$ cat src/rtl/hv_adc_pkg.sv
//------------------------------------------------------------------------------
// hv_adc_pkg : shared state encoding and timing defaults for the HV ADC sequencer
// Revision 1.0 - initial release
//------------------------------------------------------------------------------
`default_nettype none

package hv_adc_pkg;

  localparam int ADC_DW          = 12;
  localparam int PERIOD_CYC_DEF  = 1000;
  localparam int START_CYC_DEF   = 4;
  localparam int TIMEOUT_CYC_DEF = 512;

  typedef enum logic [2:0] {
    IDLE  = 3'd0,
    SOC1  = 3'd1,
    WAIT1 = 3'd2,
    SOC2  = 3'd3,
    WAIT2 = 3'd4
  } adc_conv_st_e;

  function automatic int cnt_width(input int period, input int timeout);
    return $clog2(((period > timeout) ? period : timeout) + 1);
  endfunction

endpackage

`default_nettype wire

$ cat src/rtl/gnrl_sync.sv
//------------------------------------------------------------------------------
// gnrl_sync : two-flop synchroniser for asynchronous level inputs
// Revision 1.0 - initial release
//------------------------------------------------------------------------------
`default_nettype none

module gnrl_sync #(
  parameter int DW = 1
) (
  input  logic          clk,
  input  logic          rst_n,
  input  logic [DW-1:0] d,
  output logic [DW-1:0] q
);

  logic [DW-1:0] meta;

  always_ff @(posedge clk or negedge rst_n) begin
    if (!rst_n) begin
      meta <= '0;
      q    <= '0;
    end else begin
      meta <= d;
      q    <= meta;
    end
  end

endmodule

`default_nettype wire

$ cat src/rtl/hv_adc_conv_cnt.sv
//------------------------------------------------------------------------------
// hv_adc_conv_cnt : loadable down-counter timing SOC width and WAIT timeout
// Revision 1.0 - initial release
//------------------------------------------------------------------------------
`default_nettype none

module hv_adc_conv_cnt #(
  parameter int DW = 10
) (
  input  logic          clk,
  input  logic          rst_n,
  input  logic          load,
  input  logic [DW-1:0] load_val,
  input  logic          dec,
  output logic          zero
);

  logic [DW-1:0] cnt;

  // Saturates at zero so a late decrement never wraps into a long count.
  always_ff @(posedge clk or negedge rst_n) begin
    if (!rst_n) begin
      cnt <= '0;
    end else if (load) begin
      cnt <= load_val;
    end else if (dec && (cnt != '0)) begin
      cnt <= cnt - DW'(1);
    end
  end

  assign zero = (cnt == '0);

endmodule

`default_nettype wire

$ cat src/rtl/hv_adc_conv_ctrl.sv
//------------------------------------------------------------------------------
// hv_adc_conv_ctrl : serialised SOC/ready sequencer for the two HV ADC channels
// Revision 1.0 - initial release; WAIT timeout enabled by macro HV_ADC_TMO_EN
//------------------------------------------------------------------------------
`default_nettype none

module hv_adc_conv_ctrl
  import hv_adc_pkg::*;
#(
  parameter int PERIOD_CYC  = PERIOD_CYC_DEF,
  parameter int START_CYC   = START_CYC_DEF,
  parameter int TIMEOUT_CYC = TIMEOUT_CYC_DEF
) (
  input  logic i_clk,
  input  logic i_rst_n,
  input  logic i_adc_en,
  input  logic i_adc1_chn_en,
  input  logic i_adc2_chn_en,
  input  logic i_ang_dgt_adc1_rdy,
  input  logic i_ang_dgt_adc2_rdy,
  input  logic i_tmo_clr,
  output logic o_dgt_ang_adc1_start,
  output logic o_dgt_ang_adc2_start,
  output logic o_adc1_done,
  output logic o_adc2_done,
  output logic o_adc_busy,
  output logic o_frm_miss,
  output logic o_adc1_tmo,
  output logic o_adc2_tmo
);

  localparam int CNT_DW = cnt_width(PERIOD_CYC, TIMEOUT_CYC);
  localparam logic [CNT_DW-1:0] SOC_LOAD = CNT_DW'(START_CYC - 1);
`ifdef HV_ADC_TMO_EN
  localparam logic [CNT_DW-1:0] WAIT_LOAD = CNT_DW'(TIMEOUT_CYC - 1);
`endif

  adc_conv_st_e      state;
  adc_conv_st_e      state_nxt;
  logic [1:0]        rdy_in;
  logic [1:0]        rdy_s;
  logic [1:0]        rdy_s_ff;
  logic [1:0]        rdy_rise;
  logic [CNT_DW-1:0] frm_cnt;
  logic              tick;
  logic              cnt_load;
  logic [CNT_DW-1:0] cnt_load_val;
  logic              cnt_dec;
  logic              cnt_zero;
  logic              wait_exit;
  logic [1:0]        done_set;
`ifdef HV_ADC_TMO_EN
  logic [1:0]        tmo_set;
`endif

  assign rdy_in = {i_ang_dgt_adc2_rdy, i_ang_dgt_adc1_rdy};

  for (genvar g = 0; g < 2; g++) begin : g_rdy_sync
    gnrl_sync #(
      .DW (1)
    ) u_sync (
      .clk   (i_clk),
      .rst_n (i_rst_n),
      .d     (rdy_in[g]),
      .q     (rdy_s[g])
    );
  end

  always_ff @(posedge i_clk or negedge i_rst_n) begin
    if (!i_rst_n) begin
      rdy_s_ff <= '0;
    end else begin
      rdy_s_ff <= rdy_s;
    end
  end

  assign rdy_rise = rdy_s & ~rdy_s_ff;

  // Frame timer is parked at zero while scheduling is disabled, so the first
  // frame after enable always lands a full period later.
  always_ff @(posedge i_clk or negedge i_rst_n) begin
    if (!i_rst_n) begin
      frm_cnt <= '0;
    end else if (!i_adc_en || (frm_cnt == CNT_DW'(PERIOD_CYC - 1))) begin
      frm_cnt <= '0;
    end else begin
      frm_cnt <= frm_cnt + CNT_DW'(1);
    end
  end

  assign tick = (frm_cnt == CNT_DW'(PERIOD_CYC - 1));

  hv_adc_conv_cnt #(
    .DW (CNT_DW)
  ) u_cnt (
    .clk      (i_clk),
    .rst_n    (i_rst_n),
    .load     (cnt_load),
    .load_val (cnt_load_val),
    .dec      (cnt_dec),
    .zero     (cnt_zero)
  );

  always_ff @(posedge i_clk or negedge i_rst_n) begin
    if (!i_rst_n) begin
      state <= IDLE;
    end else begin
      state <= state_nxt;
    end
  end

  always_comb begin
    state_nxt    = state;
    cnt_load     = 1'b0;
    cnt_load_val = '0;
    cnt_dec      = 1'b0;
    wait_exit    = 1'b0;
    done_set     = '0;
`ifdef HV_ADC_TMO_EN
    tmo_set      = '0;
`endif
    case (state)
      IDLE: begin
        if (tick) begin
          if (i_adc1_chn_en) begin
            state_nxt    = SOC1;
            cnt_load     = 1'b1;
            cnt_load_val = SOC_LOAD;
          end else if (i_adc2_chn_en) begin
            state_nxt    = SOC2;
            cnt_load     = 1'b1;
            cnt_load_val = SOC_LOAD;
          end
        end
      end
      SOC1: begin
        if (cnt_zero) begin
          state_nxt = WAIT1;
`ifdef HV_ADC_TMO_EN
          cnt_load     = 1'b1;
          cnt_load_val = WAIT_LOAD;
`endif
        end else begin
          cnt_dec = 1'b1;
        end
      end
      WAIT1: begin
        if (rdy_rise[0]) begin
          done_set[0] = 1'b1;
          wait_exit   = 1'b1;
`ifdef HV_ADC_TMO_EN
        end else if (cnt_zero) begin
          tmo_set[0] = 1'b1;
          wait_exit  = 1'b1;
        end else begin
          cnt_dec = 1'b1;
`endif
        end
        // A dropped enable lets the current channel finish but starts no other.
        if (wait_exit) begin
          if (i_adc2_chn_en && i_adc_en) begin
            state_nxt    = SOC2;
            cnt_load     = 1'b1;
            cnt_load_val = SOC_LOAD;
          end else begin
            state_nxt = IDLE;
          end
        end
      end
      SOC2: begin
        if (cnt_zero) begin
          state_nxt = WAIT2;
`ifdef HV_ADC_TMO_EN
          cnt_load     = 1'b1;
          cnt_load_val = WAIT_LOAD;
`endif
        end else begin
          cnt_dec = 1'b1;
        end
      end
      WAIT2: begin
        if (rdy_rise[1]) begin
          done_set[1] = 1'b1;
          state_nxt   = IDLE;
`ifdef HV_ADC_TMO_EN
        end else if (cnt_zero) begin
          tmo_set[1] = 1'b1;
          state_nxt  = IDLE;
        end else begin
          cnt_dec = 1'b1;
`endif
        end
      end
      default: state_nxt = IDLE;
    endcase
  end

  always_ff @(posedge i_clk or negedge i_rst_n) begin
    if (!i_rst_n) begin
      o_dgt_ang_adc1_start <= 1'b0;
      o_dgt_ang_adc2_start <= 1'b0;
      o_adc1_done          <= 1'b0;
      o_adc2_done          <= 1'b0;
      o_frm_miss           <= 1'b0;
    end else begin
      o_dgt_ang_adc1_start <= (state_nxt == SOC1);
      o_dgt_ang_adc2_start <= (state_nxt == SOC2);
      o_adc1_done          <= done_set[0];
      o_adc2_done          <= done_set[1];
      o_frm_miss           <= tick && (state != IDLE);
    end
  end

  assign o_adc_busy = (state != IDLE);

`ifdef HV_ADC_TMO_EN
  // Sticky flags; a new timeout in the clear cycle keeps the flag set.
  always_ff @(posedge i_clk or negedge i_rst_n) begin
    if (!i_rst_n) begin
      o_adc1_tmo <= 1'b0;
      o_adc2_tmo <= 1'b0;
    end else begin
      o_adc1_tmo <= tmo_set[0] | (o_adc1_tmo & ~i_tmo_clr);
      o_adc2_tmo <= tmo_set[1] | (o_adc2_tmo & ~i_tmo_clr);
    end
  end
`else
  logic unused_tmo_clr;
  assign unused_tmo_clr = i_tmo_clr;
  assign o_adc1_tmo     = 1'b0;
  assign o_adc2_tmo     = 1'b0;
`endif

endmodule

`default_nettype wire
$ cat config.mk
export PLATFORM = sky130hd
export DESIGN_NAME = hv_adc_conv_ctrl
export DESIGN_NICKNAME = d
export VERILOG_FILES = /design/src/rtl/hv_adc_pkg.sv /design/src/rtl/gnrl_sync.sv /design/src/rtl/hv_adc_conv_cnt.sv /design/src/rtl/hv_adc_conv_ctrl.sv
export SDC_FILE = /design/constraint.sdc
export NUM_CORES = 1
export LEC_CHECK = 0
export CORE_UTILIZATION = 31
export CTS_CLUSTER_DIAMETER = 40
export CTS_CLUSTER_SIZE = 30
export DETAILED_ROUTE_END_ITERATION = 12
export PLACE_DENSITY = 0.54
export SYNTH_ARGS = -nofsm -noshare
export SYNTH_HDL_FRONTEND = slang
export SYNTH_SLANG_ARGS = --single-unit
$ cat constraint.sdc
create_clock -name i_clk -period 2.5 [get_ports i_clk]
set_clock_uncertainty 0.05 [all_clocks]
set_input_delay 0.375 -clock i_clk [delete_from_list [all_inputs] [get_ports i_clk]]
set_output_delay 0.375 -clock i_clk [all_outputs]
set_load 0.005 [all_outputs]
**Word-level counts from Yosys, hierarchy flattened**

Cells that the tools add are included.

- Output and inout bits: 8
- Register bits after elaboration: 34
- Input port bits: 8
- Word-level logic and storage cells: 66

- Reduce and logical (&&, ||, !) cells: 11
- Add/sub/neg operators: 2
- Equality and inequality tests: 7
- Bitwise logic cells: 2
- Multiplexer cells: 31

Operators by type and width:

| operator | count |
|---|---|
| $mux 10 | 3 |
| $mux 3 | 7 |
| $pmux 3 s5 | 1 |
| $mux 1 | 12 |
| $mux 2 | 6 |
| $add 10x1->10 const B | 1 |
| $eq 10x10->1 const B | 1 |
| $logic_not 10->1 | 1 |
| $reduce_bool 10->1 | 1 |
| $sub 10x1->10 const B | 1 |
| $eq 3x2->1 const B | 3 |
| $eq 3x1->1 const B | 2 |
| $pmux 2 s2 | 1 |
| $eq 3x3->1 const B | 1 |
| $logic_and 1x1->1 | 3 |
| $logic_not 3->1 | 1 |
| $reduce_bool 3->1 | 1 |
| $and 2x2->2 | 1 |
| $not 2->2 | 1 |
| $pmux 1 s2 | 1 |
| $reduce_bool 2->1 | 1 |
| $reduce_or 2->1 | 1 |
| $logic_not 1->1 | 1 |
| $logic_or 1x1->1 | 1 |

**Logic depth before layout (Yosys ltp)**

- Depth in word-level cells: 7
- Gate-level depth with buffers: 6

**Hierarchy**

A second synthesis with hierarchy kept.

- Cells, all modules: 159
- Area, all modules: 1,652.8 µm²

By module, submodules not included:

| module | cells each | area an instance (µm²) | times used |
|---|---|---|---|
| hv_adc_conv_ctrl | 88 | 930.9 | 1 |
| hv_adc_conv_cnt | 67 | 621.8 | 1 |
| gnrl_sync | 2 | 50.0 | 2 |

**Worst setup path before layout**

OpenSTA, ideal clock, no wires.

- Path kind: flip-flop to flip-flop
- Start: register u_cnt.cnt[0]
- End: register u_cnt.cnt[1]
- Buffers on the path: 0
- Clock period less this slack: 1,948 ps
- Setup time: 124 ps
- Cell stages (with the launch flop): 7
- Data required time: 2,326 ps
- Path slack: 552 ps
- Arrival: 1,774 ps
- Cell sequence: dfrtp_1 > inv_1 > ha_1 > or4b_4 > o311a_4 > mux2i_1 > or2_1

- Longest elaborated chain between the ends: 5

RTL lines:

| item | RTL line | text |
|---|---|---|
| from (decl) | hv_adc_conv_cnt.sv:18 | `logic [DW-1:0] cnt;` |
| from (signal assigned) | hv_adc_conv_cnt.sv:25 | `cnt <= load_val;` |
| from (signal assigned) | hv_adc_conv_cnt.sv:27 | `cnt <= cnt - DW'(1);` |
| branches (longest 5 deep; another with $sub 10x1->10) | -- |  |

Several ways; the timed one is not identified. The select of a mux whose other input is x is not followed.
A chain may end at the register's enable or synchronous reset.

**Final worst setup path**

Same ends and word-level chain as after synthesis.

==> run_results.csv <==
group,metric,value,unit
outcome,status,"finished clean",
timing,hold_violations,0,
detailed_routing,drt_wl_total,2960,um
timing,drv_slew,0,
floorplan,die_area,5480,um^2
grt,antenna_found_initial,0,
layout,syn_to_final_growth,19.6,%
setup_path,cp_max_fo,5,
synth,syn_area,1610,um^2
floorplan,start_util,33.2,%
synth,synth-warning-count,0,
layout,drive_above_1_share,15.2,%
cts,cts_buffer_depth,2,
floorplan,num_rows,25,
cts,cts_sinks,34,
synth,syn_inst,144,
layout,postLayoutCoreUtil,39.7,%
synth,ys_types,45,
layout,final_cells,231,
setup_path,critPathTopFamily,"simple AND/OR/NAND/NOR gates",
cts,ctsResizeCount,0,
detailed_routing,vias_per_cell,4.92,
job,drv_cap,0,
synth,synthTopCellsByArea,"dfrtp_1, xnor2_1, nor2_1",
detailed_routing,drc_errors,0,
setup_path,criticalPathCategory,"reg -> reg",
timing,rsz0062_at_grt,"no",
cts,cts_setup_buffers,0,
power,power.leakage,0.784,nW
timing,hold_slack,0.299,ns
floorplan,core_area,4850,um^2
setup_path,max_stage_delay,0.52,ns
cts,clkLatencyLatePin,0.28,ns
detailed_routing,postRouteAntennaNets,0,
timing,slew_headroom,63.5,%
detailed_routing,routed-via-count,1136,
synth,syn_avg_cell_area,11.2,um^2
synth,synth_ff_type,"dfrtp_1",
grt,grt_use_total,12.9,%
detailed_routing,wl_met1,1340,um
synth,synth_top_area_share,52.9,%
grt,grt_pass1_vias,1195,
detailed_routing,drt_iter0_markers,54,
timing,fmax,476,MHz
cts,cts_buffers,5,
floorplan,die_height,74.0,um
synth,yosys-top-cells-count,"dfrtp_1, nor2_1, nand2_1",
setup_path,endpoint_kind,"flip-flop",
power,powerDensity,551,nW/um^2
placed_design,dp.cells,223,
setup_path,cp_slowest_cell,"or4b_4",
worst_hold_path,hold_class,"reg -> reg",
detailed_routing,dr.pass1.iters,4,
power,vdd_drop_max,0.321,mV
synth,synth-edff-count,0,
timing,setup-violations-final,0,
detailed_routing,wl_per_cell,12.8,um
setup_path,cp-start-kind,"flip-flop",
cts,postCtsHoldBufs,0,
detailed_routing,wl_met2,1500,um
setup_path,crit_chain,"inv_1 -> ha_1 -> or4b_4 -> o311a_4 -> mux2i_1 -> or2_1",
timing,layout_setup_ws,0.400,ns
layout,diodes,0,
grt,grt_max_degree,35,
synth,yosysTopAreaCell,"dfrtp_1",
timing,setup_tns,0,ns
timing,tightest_slew,0.543,ns
setup_path,path_buf_inv,1,
placed_design,post-dp-hpwl,2160,um
synth,synth-async-reset-ratio,100,%
timing,fin_crit_sh,84.0,%
placed_design,routabilityCongestion,0.793,
timing,min_period,2.10,ns
floorplan,die_w,74.0,um
synth,yosysSeqAreaShare,52.9,%
layout,nets,173,
placed_design,dp_slack,0.408,ns
setup_path,cp.arrival,2.21,ns
detailed_routing,top_layer,"met4",
cts,ctsHtreeMaxLevel,2,
grt,overflow,0,
setup_path,crit_required,2.61,ns
floorplan,pin_count,16,
placed_design,numPortBuffers,12,
cts,cts-root-buf,"clkbuf_8",
synth,synth-seq-cells,34,
detailed_routing,met3WireLength,85,um
cts,tritoncts,"yes",
grt,grt_pass1_wl,5340,um
cts,clkTransAtPathRegs,0.06,ns
synth,yosysMostFrequentCell,"dfrtp_1",
==> final timing paths <==
kind,start,to,slack (ns),depth (start not counted)
hold reg to reg,g_rdy_sync[0].u_sync.meta,g_rdy_sync[0].u_sync.q,0.30,0
min in group asynchronous,i_rst_n,u_cnt.cnt[6],0.46,2
hold / removal,g_rdy_sync[0].u_sync.meta,g_rdy_sync[0].u_sync.q,0.30,0
setup reg to reg,u_cnt.cnt[0],u_cnt.cnt[1],0.40,6
max in group asynchronous,i_rst_n,frm_cnt[2],1.63,2
setup / recovery,u_cnt.cnt[0],u_cnt.cnt[1],0.40,6
==> report_power, final <==
part / switching (mW) / internal (mW)
logic: 0.0201 / 0.0154
clock network: 0.182 / 0.278
registers: 0.00445 / 0.559
==> kinds of logic (layout without fill, tap and decap cells) <==
group           count (synthesis)  count (layout)  share of synthesized area (%)
fa+ha+maj                       2               2                           1.56
xor+xnor                       10              10                           5.45
simple gates                   66              66                           24.8
other cells                     1               2                          0.233
compound gates                 19              19                           10.4
buf+inv                         9              28                           2.72
flops                          34              34                           52.9
mux                             3               3                           1.87
==> cells in the final DEF, fill, tap and decap left out, drive strengths merged <==
cell type / n
nand2: 8
nor2b: 2
and3: 2
a21oi: 5
clkdlybuf4s50: 12
o21ai: 3
nor3: 7
or2: 2
a21o: 1
a32o: 1
or3b: 2
nand3: 3
nand2b: 4
or4b: 2
xnor2: 6
conb: 2
o31ai: 1
nor4b: 1
nor4: 3
nor3b: 1
o211a: 1
o41ai: 1
o2bb2ai: 1
or4: 5
nor2: 14
dfrtp: 34
a2bb2oi: 2
nand4: 3
ha: 2
or3: 2
nand3b: 2
clkbuf: 8
buf: 3
inv: 5
mux2i: 3
o311a: 1
and2: 3
a2111oi: 2
xor2: 4
==> worst reg2reg max path: stages, from the launching register on <==
cell and delay [ns]:
dfrtp_1 0.43, inv_1 0.08, ha_1 0.22, or4b_4 0.52, o311a_4 0.36, mux2i_1 0.12, or2_1 0.20
==> registers in the layout, indices dropped and copies added (netlist names) <==
signal,count
state,3
g_rdy_sync.u_sync.q,2
o_frm_miss,1
o_dgt_ang_adc2_start,1
g_rdy_sync.u_sync.meta,2
o_dgt_ang_adc1_start,1
frm_cnt,10
u_cnt.cnt,10
o_adc1_done,1
rdy_s_ff,2
o_adc2_done,1
==> routing by layer <==
metal	global-route usage, %	vias up
met3	2.85	4
met4	6.20	0
li1	-	549
met1	15.0	565
met5	0	-
met2	22.4	18
==> metrics by stage <==
step / total power, mW / instance area, um^2
floorplan: 0.586 / 1610
global placement: 0.609 / 1810
detailed placement: 0.610 / 1810
CTS: 1.08 / 1920
global route: 1.11 / 1920
finish: 1.06 / 1920
==> final cells by class <==
type	instances	area [um^2]
Fill cell	470	2930
Sequential cell	34	851
Multi-Input combinational cell	102	717
Timing Repair Buffer	15	143
Clock buffer	8	110
Tap cell	67	83.8
Inverter	5	18.8
Power figures use the tool's default switching activity.
